`src/rtl/ppu_regport.sv`:
```
// ppu_regport -- CPU-side responder for the PPU VRAM address/data ports.
//
// Decodes CPU sysbus cycles in $2000-$3FFF (index = addr[2:0], mirrored
// every 8 bytes). It holds the VRAM address register v, the two-write toggle w,
// the increment select inc32 and the read buffer rbuf. VRAM accesses go
// through a req/ack handshake with the PPU memory arbiter.
//
// Optional feature macro: PPU_PALETTE_BYPASS_EN
//   When it is defined, a $2007 read with v in $3F00-$3FFF returns the fetched
//   byte directly, one cycle after vack. rdy is held low until that byte is
//   returned. When it is undefined, palette reads are buffered like every
//   other address.
//
// Ports:
//   clk, reset       system clock, synchronous active-high reset
//   addr, rd, wr     CPU sysbus address and one-cycle strobes (wr wins)
//   data_in          CPU write data
//   data_out/data_oe registered read data plus its one-cycle valid/drive enable
//   rdy              combinational; 0 = access not taken, CPU must re-present
//   vaddr            VRAM address (current v)
//   vdata_out        VRAM write data
//   vdata_in         VRAM read data, valid with vack
//   vrd, vwr         VRAM requests, held until vack
//   vack             single-cycle arbiter acknowledge
module ppu_regport #(
  parameter int VADDR_N = 14,
  parameter int DATA_N  = 8
) (
  input  logic               clk,
  input  logic               reset,
  input  logic [15:0]        addr,
  input  logic               rd,
  input  logic               wr,
  input  logic [DATA_N-1:0]  data_in,
  output logic [DATA_N-1:0]  data_out,
  output logic               data_oe,
  output logic               rdy,
  output logic [VADDR_N-1:0] vaddr,
  output logic [DATA_N-1:0]  vdata_out,
  input  logic [DATA_N-1:0]  vdata_in,
  output logic               vrd,
  output logic               vwr,
  input  logic               vack
);

`ifdef PPU_PALETTE_BYPASS_EN
  localparam bit BYPASS = 1'b1;
`else
  localparam bit BYPASS = 1'b0;
`endif

  typedef enum logic [1:0] {IDLE, RD_REQ, WR_REQ} state_t;

  state_t             state;
  logic [VADDR_N-1:0] v;
  logic               w;
  logic               inc32;
  logic [DATA_N-1:0]  rbuf;
  logic               byp;    // a palette read is waiting to return direct data

  logic       cs;
  logic [2:0] idx;
  logic       access;
  logic       take;
  logic       palette;
  logic       unused_addr_bits;

  // The address wraps modulo 2^VADDR_N by truncation.
  function automatic logic [VADDR_N-1:0] next_v(input logic [VADDR_N-1:0] cur,
                                                input logic big);
    return cur + (big ? VADDR_N'(32) : VADDR_N'(1));
  endfunction

  assign cs               = (addr[15:13] == 3'b001);
  assign idx              = addr[2:0];
  assign access           = cs && (rd || wr);
  assign take             = access && (state == IDLE);
  assign palette          = &v[VADDR_N-1:8];
  assign unused_addr_bits = ^addr[12:3];

  // Any decoded access during a pending VRAM request is refused. A pending
  // bypass read also holds rdy low until its data has been returned.
  assign rdy   = !(access && (state != IDLE)) && !byp;
  assign vaddr = v;

  always_ff @(posedge clk) begin
    if (reset) begin
      state     <= IDLE;
      v         <= '0;
      w         <= 1'b0;
      inc32     <= 1'b0;
      rbuf      <= '0;
      byp       <= 1'b0;
      vrd       <= 1'b0;
      vwr       <= 1'b0;
      vdata_out <= '0;
      data_out  <= '0;
      data_oe   <= 1'b0;
    end else begin
      data_oe <= 1'b0;
      case (state)
        IDLE: begin
          if (take && wr) begin
            case (idx)
              3'd0: inc32 <= data_in[2];
              3'd6: begin
                if (!w) v[VADDR_N-1:8] <= data_in[VADDR_N-9:0];
                else    v[7:0]         <= data_in[7:0];
                w <= !w;
              end
              3'd7: begin
                vdata_out <= data_in;
                vwr       <= 1'b1;
                state     <= WR_REQ;
              end
              default: ;
            endcase
          end else if (take && rd) begin
            // Every register except $2007 reads back as zero.
            data_out <= '0;
            data_oe  <= 1'b1;
            if (idx == 3'd2) w <= 1'b0;
            if (idx == 3'd7) begin
              vrd   <= 1'b1;
              state <= RD_REQ;
              if (BYPASS && palette) begin
                byp     <= 1'b1;
                data_oe <= 1'b0;
              end else begin
                data_out <= rbuf;
              end
            end
          end
        end
        WR_REQ: begin
          if (vack) begin
            vwr   <= 1'b0;
            v     <= next_v(v, inc32);
            state <= IDLE;
          end
        end
        RD_REQ: begin
          if (vack) begin
            rbuf  <= vdata_in;
            vrd   <= 1'b0;
            v     <= next_v(v, inc32);
            state <= IDLE;
            if (byp) begin
              data_out <= vdata_in;
              data_oe  <= 1'b1;
              byp      <= 1'b0;
            end
          end
        end
        default: state <= IDLE;
      endcase
    end
  end

endmodule

```
`config.mk`:
```
export PLATFORM = sky130hd
export DESIGN_NAME = ppu_regport
export DESIGN_NICKNAME = d
export VERILOG_FILES = /design/src/rtl/ppu_regport.sv
export SDC_FILE = /design/constraint.sdc
export NUM_CORES = 1
export LEC_CHECK = 0
export CAP_MARGIN = 20
export CORE_UTILIZATION = 42
export DETAILED_ROUTE_END_ITERATION = 12
export PLACE_DENSITY = 0.85
export SLEW_MARGIN = 0
export SYNTH_ARGS = -nofsm -noshare
export SYNTH_HDL_FRONTEND = slang
export SYNTH_SLANG_ARGS = --single-unit
```
`constraint.sdc`:
```
create_clock -name clk -period 1.9 [get_ports clk]
set_input_delay 0.57 -clock clk [delete_from_list [all_inputs] [get_ports clk]]
set_output_delay 0.57 -clock clk [all_outputs]
set_load 0.02 [all_outputs]
```
After elaboration in Yosys (flattened, before gate mapping)
Index checks and enable logic that the tools add are counted.

storage, ports and cells
  register bits after elaboration = 45
  input bits = 37

operators by class
  equality and inequality tests = 18
  add/sub/neg operators = 1
  reductions and logical operators = 28
  bitwise gates (word level) = 2
  multiplexer cells = 29

operators by type and width
  kind                  count
  $mux W14              3
  $mux W8               5
  $pmux W14 S2          1
  $reduce_and A5 Y1     4
  $add A14 B6 Y14       1
  $mux W6               2
  $ne A2 B1 Y1 const B  6
  $reduce_bool A2 Y1    6
  $mux W1               10
  $mux W2               5
  $ne A2 B2 Y1 const B  5
  $reduce_and A3 Y1     3
  $reduce_and A4 Y1     2
  $eq A3 B3 Y1 const B  2
  $logic_and A1 B1 Y1   5
  $pmux W1 S2           2
  $pmux W2 S2           1
  $eq A3 B1 Y1 const B  1
  $eq A3 B2 Y1 const B  1
  $logic_not A3 Y1      1
  $ne A3 B1 Y1 const B  1
  $reduce_or A3 Y1      1
  $eq A2 B1 Y1 const B  1
  $eq A2 B2 Y1 const B  1
  other kinds (6)       8

Depth between registers and ports, before layout
Gate-level depths: netlist of run 1.

  depth after elaboration = 7
  mapped depth = 9

Worst setup path after synthesis of run 1
No wires, ideal clock.

  path type = reg2reg
  start point = register state[0]
  end point = register v[10] (netlist: vaddr[10])
  clock period less this slack = 2.012 ns
  cell stages (with the launch flop) = 9
  library setup time = 0.074 ns
  required time = 1.826 ns
  arrival time = 1.938 ns
  slack = -0.112 ns
  cell sequence = dfxtp_1 > inv_1 > ha_1 > buf_6 > nor2b_1 > a211oi_4 > nand2_2 > or4_1 > a31oi_1

on the way
  cells in the longest elaborated chain, start to end = 5

ends and longest elaborated chain
  what                             line     RTL
  from (decl)                      54       state_t state;
  from (signal assigned)           88       state <= IDLE;
  from (signal assigned)           114      state <= WR_REQ;
  from (signal assigned)           125      state <= RD_REQ;
  $logic_not A2 Y1                 77, 101
  $logic_and A1 B1 Y1              77       assign take = access && (state == IDLE);
  $logic_and A1 B1 Y1              103      if (take && wr) begin
  $ne A2 B1 Y1 (no line)           --
  $reduce_and A5 Y1 (no line)      --
  to (signal, indexed assignment)  107      if (!w) v[VADDR_N-1:8] <= data_in[VADDR_N-9:0];
  to (signal assigned)             138      v <= next_v(v, inc32);
  to (signal assigned)             146      v <= next_v(v, inc32);
  to (decl)                        55       logic [VADDR_N-1:0] v;

Parallel ways exist; a longest one is shown, timed or not.
A chain may end at the register's enable or synchronous reset.

Worst setup path after layout of run 1
  start point = input vack
  end point = register v[5] (netlist: vaddr[5])

on the way
  cells in the longest elaborated chain, start to end = 2

ends and longest elaborated chain
  what                             line  RTL
  from (decl)                      43    input logic vack
  $ne A2 B1 Y1 (no line)           --
  $reduce_and A5 Y1 (no line)      --
  to (signal, indexed assignment)  107
  to (signal assigned)             108   else v[7:0] <= data_in[7:0];
  to (signal assigned)             138

No other way between the ends.

==> results of run 1 <==
registers in the layout (all words and copies together), names as in the netlist:
register   flops
vaddr         14
data_out       8
rbuf           8
vdata_out      8
state          2
data_oe        1
inc32          1
vrd            1
vwr            1
w              1
power breakdown:
group	leakage (nW)	total [W]	switching (W)	internal (W)
Sequential	0.364	0.000955	0.00000562	0.000949
Combinational	0.988	0.000222	0.000108	0.000114
Clock	0.0554	0.000730	0.000335	0.000395
Total	1.41	0.00191	0.000449	0.00146
layout by cell type (no fill, tap or decap), types with 2 or more instances in the layout:
| cell | synthesis | final |
|---|---|---|
| a21o_1 | 2 | 2 |
| a21o_2 | 2 | 2 |
| a21oi_1 | 34 | 31 |
| a21oi_2 | 0 | 3 |
| a311oi_1 | 3 | 3 |
| a31oi_1 | 4 | 3 |
| and3_1 | 4 | 4 |
| buf_4 | 0 | 40 |
| buf_6 | 1 | 6 |
| clkbuf_2 | 0 | 2 |
| clkbuf_8 | 0 | 5 |
| clkdlybuf4s50_1 | 0 | 39 |
| dfxtp_1 | 45 | 43 |
| dfxtp_2 | 0 | 2 |
| dlygate4sd2_1 | 0 | 11 |
| dlymetal6s2s_1 | 0 | 6 |
| ha_1 | 7 | 4 |
| ha_4 | 0 | 2 |
| inv_1 | 7 | 5 |
| inv_2 | 0 | 2 |
| mux2i_1 | 9 | 9 |
| nand2_1 | 42 | 42 |
| nand2b_1 | 4 | 4 |
| nand3_1 | 27 | 26 |
| nand3b_1 | 2 | 2 |
| nand4_1 | 2 | 2 |
| nor2_1 | 21 | 20 |
| nor2b_1 | 3 | 2 |
| nor3_1 | 6 | 5 |
| nor4_1 | 3 | 3 |
| o21ai_0 | 15 | 10 |
| o21ai_1 | 2 | 3 |
| o21ai_2 | 1 | 5 |
| o31ai_1 | 2 | 2 |
cells by family (layout without fill, tap and decap cells):
group	after synthesis	in the layout	share of synthesized area
buf+inv	22	122	0.0413
simple gates	125	125	0.266
flops	45	45	0.397
xor+xnor	1	1	0.00386
compound gates	77	78	0.209
fa+ha+maj	7	7	0.0386
mux	10	10	0.0446
stage by stage:
step | worst slack (ns) | setup TNS, ns | instances
4_1_cts | -0.0148 | -0.0148 | 456
2_1_floorplan | 0.0271 | 0 | 287
3_3_place_gp | -0.749 | -14.84 | 438
6_report | -0.0889 | -0.245 | 458
3_5_place_dp | -0.711 | -16.39 | 438
5_1_grt | -0.0841 | -0.495 | 458
layer usage:
layer / track usage / vias up / part of all wire
li1: - / 1221 / -
met3: 0.0529 / 13 / 0.064
met5: 0 / - / 0
met2: 0.429 / 111 / 0.49
met4: 0.0761 / 0 / 0.017
met1: 0.278 / 1177 / 0.43
how the worst max path moves through the flow:
| stage | endpoint | depth (start not counted) | slack, ns | from |
|---|---|---|---|---|
| finish | vaddr[5] | 8 | -0.09 | vack |
| global route | vaddr[1] | 9 | -0.08 | state[0] |
| CTS | rdy | 3 | -0.01 | rd |
| detailed placement | rdy | 5 | -0.71 | addr[13] |
| global placement | rdy | 5 | -0.75 | addr[13] |
| floorplan | vaddr[10] | 8 | 0.03 | state[0] |
worst register-to-register path, delay by kind of cell (launching register included):
| family | cells | cell delay [ns] |
|---|---|---|
| AND/OR/NAND/NOR | 1 | 0.14 |
| flip-flops | 1 | 0.34 |
| adder cells (fa/ha/maj) | 1 | 0.23 |
| AO/OA/AOI/OAI | 4 | 0.74 |
| buffers and inverters | 4 | 0.43 |
area by class of cell:
type / count / area share
repair buffers: 106 / 0.276
flip-flops and latches: 45 / 0.258
clock buffers: 6 / 0.0207
multi-input cells: 221 / 0.399
well taps: 70 / 0.0250
inverters: 8 / 0.00966
clock inverters: 2 / 0.0111
repair_timing:
action	4_1_cts	5_1_grt
endpoints found under the setup margin	40	28
pin swaps	9	12
buffers inserted	10	2
resized for setup	32	36
hold endpoints to repair	0	0
hold buffers	0	0
cloned	0	1
==> out/qor.csv, run 1 <==
stage,metric,value,unit
route,DRC viols,0,
synth,synthesized flop and latch total,45,
floorplanning,Core Rows,26,
timing,Final Hold Slack,0.453,ns
outcome,status,finished with violations,
clock_tree,CTS Buf Count,5,
synth,Mapped Avg Cell Area,7.91,um2
grt,initial antenna violation count,0,
route,WL final,6870,um
clock_tree,Max Buffers Root-to-Sink,2,
clock_tree,clk root buf,clkbuf_8,
critical_path,Worst Setup End Kind,flip-flop,
worst_hold_path,hold_sp,data_out[5],
final_layout,share of cells above drive strength 1,0.232,
final_layout,Final nets,431,
timing,final hold violation count,0,
worst_hold_path,hold path cells,2,
floorplanning,Core Box Area,5170,um2
final_layout,Util after Layout,0.676,
final_layout,P&R area growth vs syn,54.0,%
synth,Synth Cell Area,2270,um2
grt,vias in the first global route,2309,
synth,synth warn,0,
critical_path,CP Cell Sequence,clkdlybuf4s50_1 -> nor2b_4 -> a211oi_4 -> buf_4 -> buf_6 -> o21ai_4 -> a211o_1 -> a21oi_1,
synth,post-synth top area share,0.397,
place,PortBufs,60,
final_layout,antenna cells,0,
clock_tree,CTS H-Tree Depth,2,
route,drt first pass iters,5,
route,Detail Route Antenna Nets,0,
place,placed cell area,3190,um2
critical_path,Worst EP arrival,2.22,ns
critical_path,r2r worst-path depth,10,
route,initial DRC count,121,
critical_path,Setup Crit Path Kind,input pin to flip-flop,
synth,Area contributors post-synth,"dfxtp_1, a21oi_1, nand2_1",
synth,post-synthesis sequential area ratio,0.397,
timing,measured slew at the worst slew-check pin,0.297,ns
timing,Max Clk Rate,503,MHz
timing,Final Slew Violations,0,
worst_hold_path,Hold EP,data_out[5],
synth,most common cell in the netlist,dfxtp_1,
clock_tree,clk sinks,45,
route,DR WL/cell,15.0,um
place,RePlAce Congestion,0.860,
critical_path,CP Buf/Inv Count,3,
timing,Worst slew margin,0.800,
synth,dominant synthesized flop cell,dfxtp_1,
final_layout,# fillers,430,
outcome,failing checks,setup timing,
final_layout,Reg area,903,um2
clock_tree,Worst-Skew Late Latency,0.30,ns
synth,number of synthesized flops with an enable pin,0,
floorplanning,die area,5700,um2
synth,syn_nets,331,
worst_hold_path,Hold WC Path Type,flip-flop to flip-flop,
critical_path,Crit path max-delay family,buffers and inverters,
timing,Final WS setup,-0.0889,ns
flow_run,number of max-cap violations,0,
grt,first-pass GRT wire length,10200,um
clock_tree,"CTS clk-pin slew, worst paths",0.08,ns
synth,post-synth top area cell,dfxtp_1,
synth,async set-reset flop share out of synthesis,0,
critical_path,CP max stage cell,clkdlybuf4s50_1,
timing,final setup vio count,9,
grt,largest net degree at the start of global routing,47,
critical_path,CP peak stage delay,0.55,ns
timing,Final Skew,0.00198,ns
critical_path,worst path required time,2.13,ns
clock_tree,TritonCTS clock tree,done,
synth,Unique masters post-synth,51,
critical_path,CP Max Fanout,5,
floorplanning,die span in x,75.5,um
critical_path,worst reg-to-reg setup slack,-0.06,ns
final_layout,final instance area,3500,um2
floorplanning,Top Ports,71,
critical_path,FF-to-FF End,vaddr[5],
final_layout,footprint of the multi-input gates,1400,um2
critical_path,r2r startpoint,state[0],
power_and_ir_drop,Lkg Pwr,1.41,nW
power_and_ir_drop,post-layout power,0.00191,W
power_and_ir_drop,maximum vdd drop,0.345,mV
synth,Post-Syn Instances,287,
route,via count,2522,
route,via/cell ratio,5.51,
place,placed wire-length estimate,4500,um
timing,fin crit period,1.99,ns
critical_path,startpoint types,input pin,
grt,GRT Total Usage,0.237,
timing,period utilization,1.05,
floorplanning,Die Height,75.5,um
synth,commonest cells in the synthesized netlist,"dfxtp_1, nand2_1, a21oi_1",
power_and_ir_drop,pwr/cell area,545,nW/um2
timing,RSZ-0062 raised after global routing,yes,
floorplanning,starting density of the core,0.439,
grt,global route total overflow,0,
(Power assumes the default switching activity.)
==> inputs of run 2 (changes only) <==
- PLACE_DENSITY: 0.85 -> 0.76
==> run 2 against run 1 <==
Net effect: the run now ends clean; fmax is 5.5% higher; non-clock buffer count shrank 7; setup slack improved by 0.10 ns; hold slack improved by 0.0036 ns; clock-buffer cell count down 1; global-route usage rose by 0.11 points; power is 5.5% lower; clock power shrank 12%; flip-flop and latch count stayed put; final area is 3.9% lower; combinational power fell by 8%; critical endpoint is now vaddr[10]; largest cell class unchanged.
==> out/qor.csv, run 2 (synthesis gave the netlist of run 1 again) <==
stage,metric,value,unit
floorplanning,Top Ports,71,
critical_path,r2r worst-path depth,8,
floorplanning,Core Box Area,5170,um2
timing,Final Skew,0.0121,ns
floorplanning,Die Height,75.5,um
place,RePlAce Congestion,0.839,
route,initial DRC count,180,
route,Detail Route Antenna Nets,0,
final_layout,share of cells above drive strength 1,0.195,
route,WL final,6410,um
final_layout,"commonest cells after routing, fill and taps aside","dfxtp_1, nand2_1, clkdlybuf4s50_1, buf_4, a21oi_1",
timing,RSZ-0062 raised after global routing,yes,
timing,Final Hold Slack,0.456,ns
critical_path,FF-to-FF End,vaddr[10],
floorplanning,Core Rows,26,
route,DR WL/cell,14.3,um
worst_hold_path,Hold WC Path Type,flip-flop to flip-flop,
final_layout,antenna cells,0,
worst_hold_path,hold_sp,data_out[6],
power_and_ir_drop,pwr/cell area,536,nW/um2
outcome,status,"finished, final reports clean",
route,drt first pass iters,4,
clock_tree,TritonCTS clock tree,done,
critical_path,worst reg-to-reg setup slack,0.01,ns
place,placed wire-length estimate,4500,um
timing,Final Slew Violations,0,
timing,final hold violation count,0,
critical_path,CP Max Fanout,4,
final_layout,Final nets,423,
final_layout,"commonest non-fill, non-tap cell in the layout",dfxtp_1,
floorplanning,die span in x,75.5,um
grt,initial antenna violation count,0,
worst_hold_path,hold path cells,2,
power_and_ir_drop,maximum vdd drop,0.368,mV
grt,largest net degree at the start of global routing,47,
clock_tree,Max Buffers Root-to-Sink,2,
worst_hold_path,Hold EP,data_out[6],
timing,Max Clk Rate,530,MHz
clock_tree,CTS Buf Count,5,
final_layout,P&R area growth vs syn,48.0,%
clock_tree,clk root buf,clkbuf_8,
timing,measured slew at the worst slew-check pin,0.341,ns
place,PortBufs,60,
route,via count,2413,
clock_tree,CTS H-Tree Depth,2,
grt,global route total overflow,0,
grt,first-pass GRT wire length,10300,um
timing,Worst slew margin,0.771,
clock_tree,"CTS clk-pin slew, worst paths",0.10,ns
critical_path,Worst Setup End Kind,flip-flop,
route,DRC viols,0,
floorplanning,die area,5700,um2
critical_path,Setup Crit Path Kind,flip-flop to flip-flop,
final_layout,# fillers,446,
flow_run,number of max-cap violations,0,
critical_path,r2r startpoint,state[0],
grt,vias in the first global route,2259,
clock_tree,hold_buf cts,0,
floorplanning,starting density of the core,0.439,
clock_tree,clk sinks,45,
grt,GRT Total Usage,0.238,
timing,fin crit period,1.89,ns
timing,period utilization,0.992,
timing,final setup vio count,0,
critical_path,Worst EP arrival,2.13,ns
power_and_ir_drop,Lkg Pwr,1.35,nW
critical_path,startpoint types,flip-flop,
final_layout,max reg flops,14,
clock_tree,Worst-Skew Late Latency,0.31,ns
critical_path,worst path required time,2.15,ns
place,Post-Place Worst Slack,-0.672,ns
route,via/cell ratio,5.36,
timing,Final WS setup,0.0146,ns
[run 2: cell types whose count changed in the layout (fill, tap and decap cells not counted), moves of 2 or more]
cell | previous run | this run
buf_4 | 40 | 35
o21ai_1 | 3 | 5
o21ai_2 | 5 | 2
clkdlybuf4s50_1 | 39 | 37
buf_6 | 6 | 4
dlygate4sd2_1 | 11 | 13
a21oi_2 | 3 | 1
a21oi_1 | 31 | 33
[run 2: worst max-delay path, cell delays in order, from the launching register on]
cell and delay (ns):
dfxtp_2 0.34, inv_2 0.04, buf_6 0.11, ha_4 0.22
nor2b_4 0.13, a211oi_4 0.28, nand2_2 0.09, or4_1 0.46
a31oi_1 0.14
[run 2: repair_timing]
action	4_1_cts	5_1_grt
setup buffers	5	1
endpoints found under the setup margin	41	18
pin swaps	8	9
gates cloned	0	0
resized for setup	32	22
[run 2: per-layer routing]
layer | vias up | GRT usage | wire [um]
li1 | 1198 | - | -
met1 | 1113 | 0.301 | 2910
met2 | 93 | 0.413 | 3050
met3 | 9 | 0.0384 | 375
met4 | 0 | 0.0802 | 85
met5 | - | 0 | 0
[run 2: cell type report]
type / instances / area [um2] / area share
Clock buffer: 5 / 68.8 / 0.0205
Clock inverter: 3 / 25.0 / 0.00745
Sequential cell: 45 / 902 / 0.268
Multi-Input combinational cell: 220 / 1340 / 0.399
Tap cell: 70 / 87.6 / 0.0261
Inverter: 8 / 30.0 / 0.00894
Timing Repair Buffer: 99 / 907 / 0.270
[run 2: metrics by stage]
| step | TNS (ns) | total power [W] | utilization | std cells | area (um2) |
|---|---|---|---|---|---|
| after CTS | -0.0409 | 0.00181 | 0.642 | 450 | 3320 |
| after global routing | -0.214 | 0.00188 | 0.650 | 450 | 3360 |
| after floorplan | 0 | 0.00106 | - | 287 | 2290 |
| after global placement | -14.35 | 0.00118 | 0.614 | 437 | 3180 |
| final | 0 | 0.00180 | 0.650 | 450 | 3360 |
| after detailed placement | -15.07 | 0.00118 | 0.614 | 437 | 3180 |
[run 2: where the power goes]
| group | switching [W] | total, W | leakage (nW) | internal [W] |
|---|---|---|---|---|
| sequential | 0.00000537 | 0.000955 | 0.363 | 0.000949 |
| clock | 0.000376 | 0.000642 | 0.0447 | 0.000266 |
| combinational | 0.000100 | 0.000205 | 0.946 | 0.000105 |
| total | 0.000481 | 0.00180 | 1.35 | 0.00132 |
[run 2: worst max-delay path by stage]
stage,startpoint,to,slack (ns)
CTS,state[0],vaddr[10],-0.03
global route,state[0],vaddr[10],-0.08
global placement,addr[13],rdy,-0.66
finish,state[0],vaddr[10],0.01
floorplan,state[0],vaddr[10],0.03
detailed placement,addr[13],rdy,-0.67
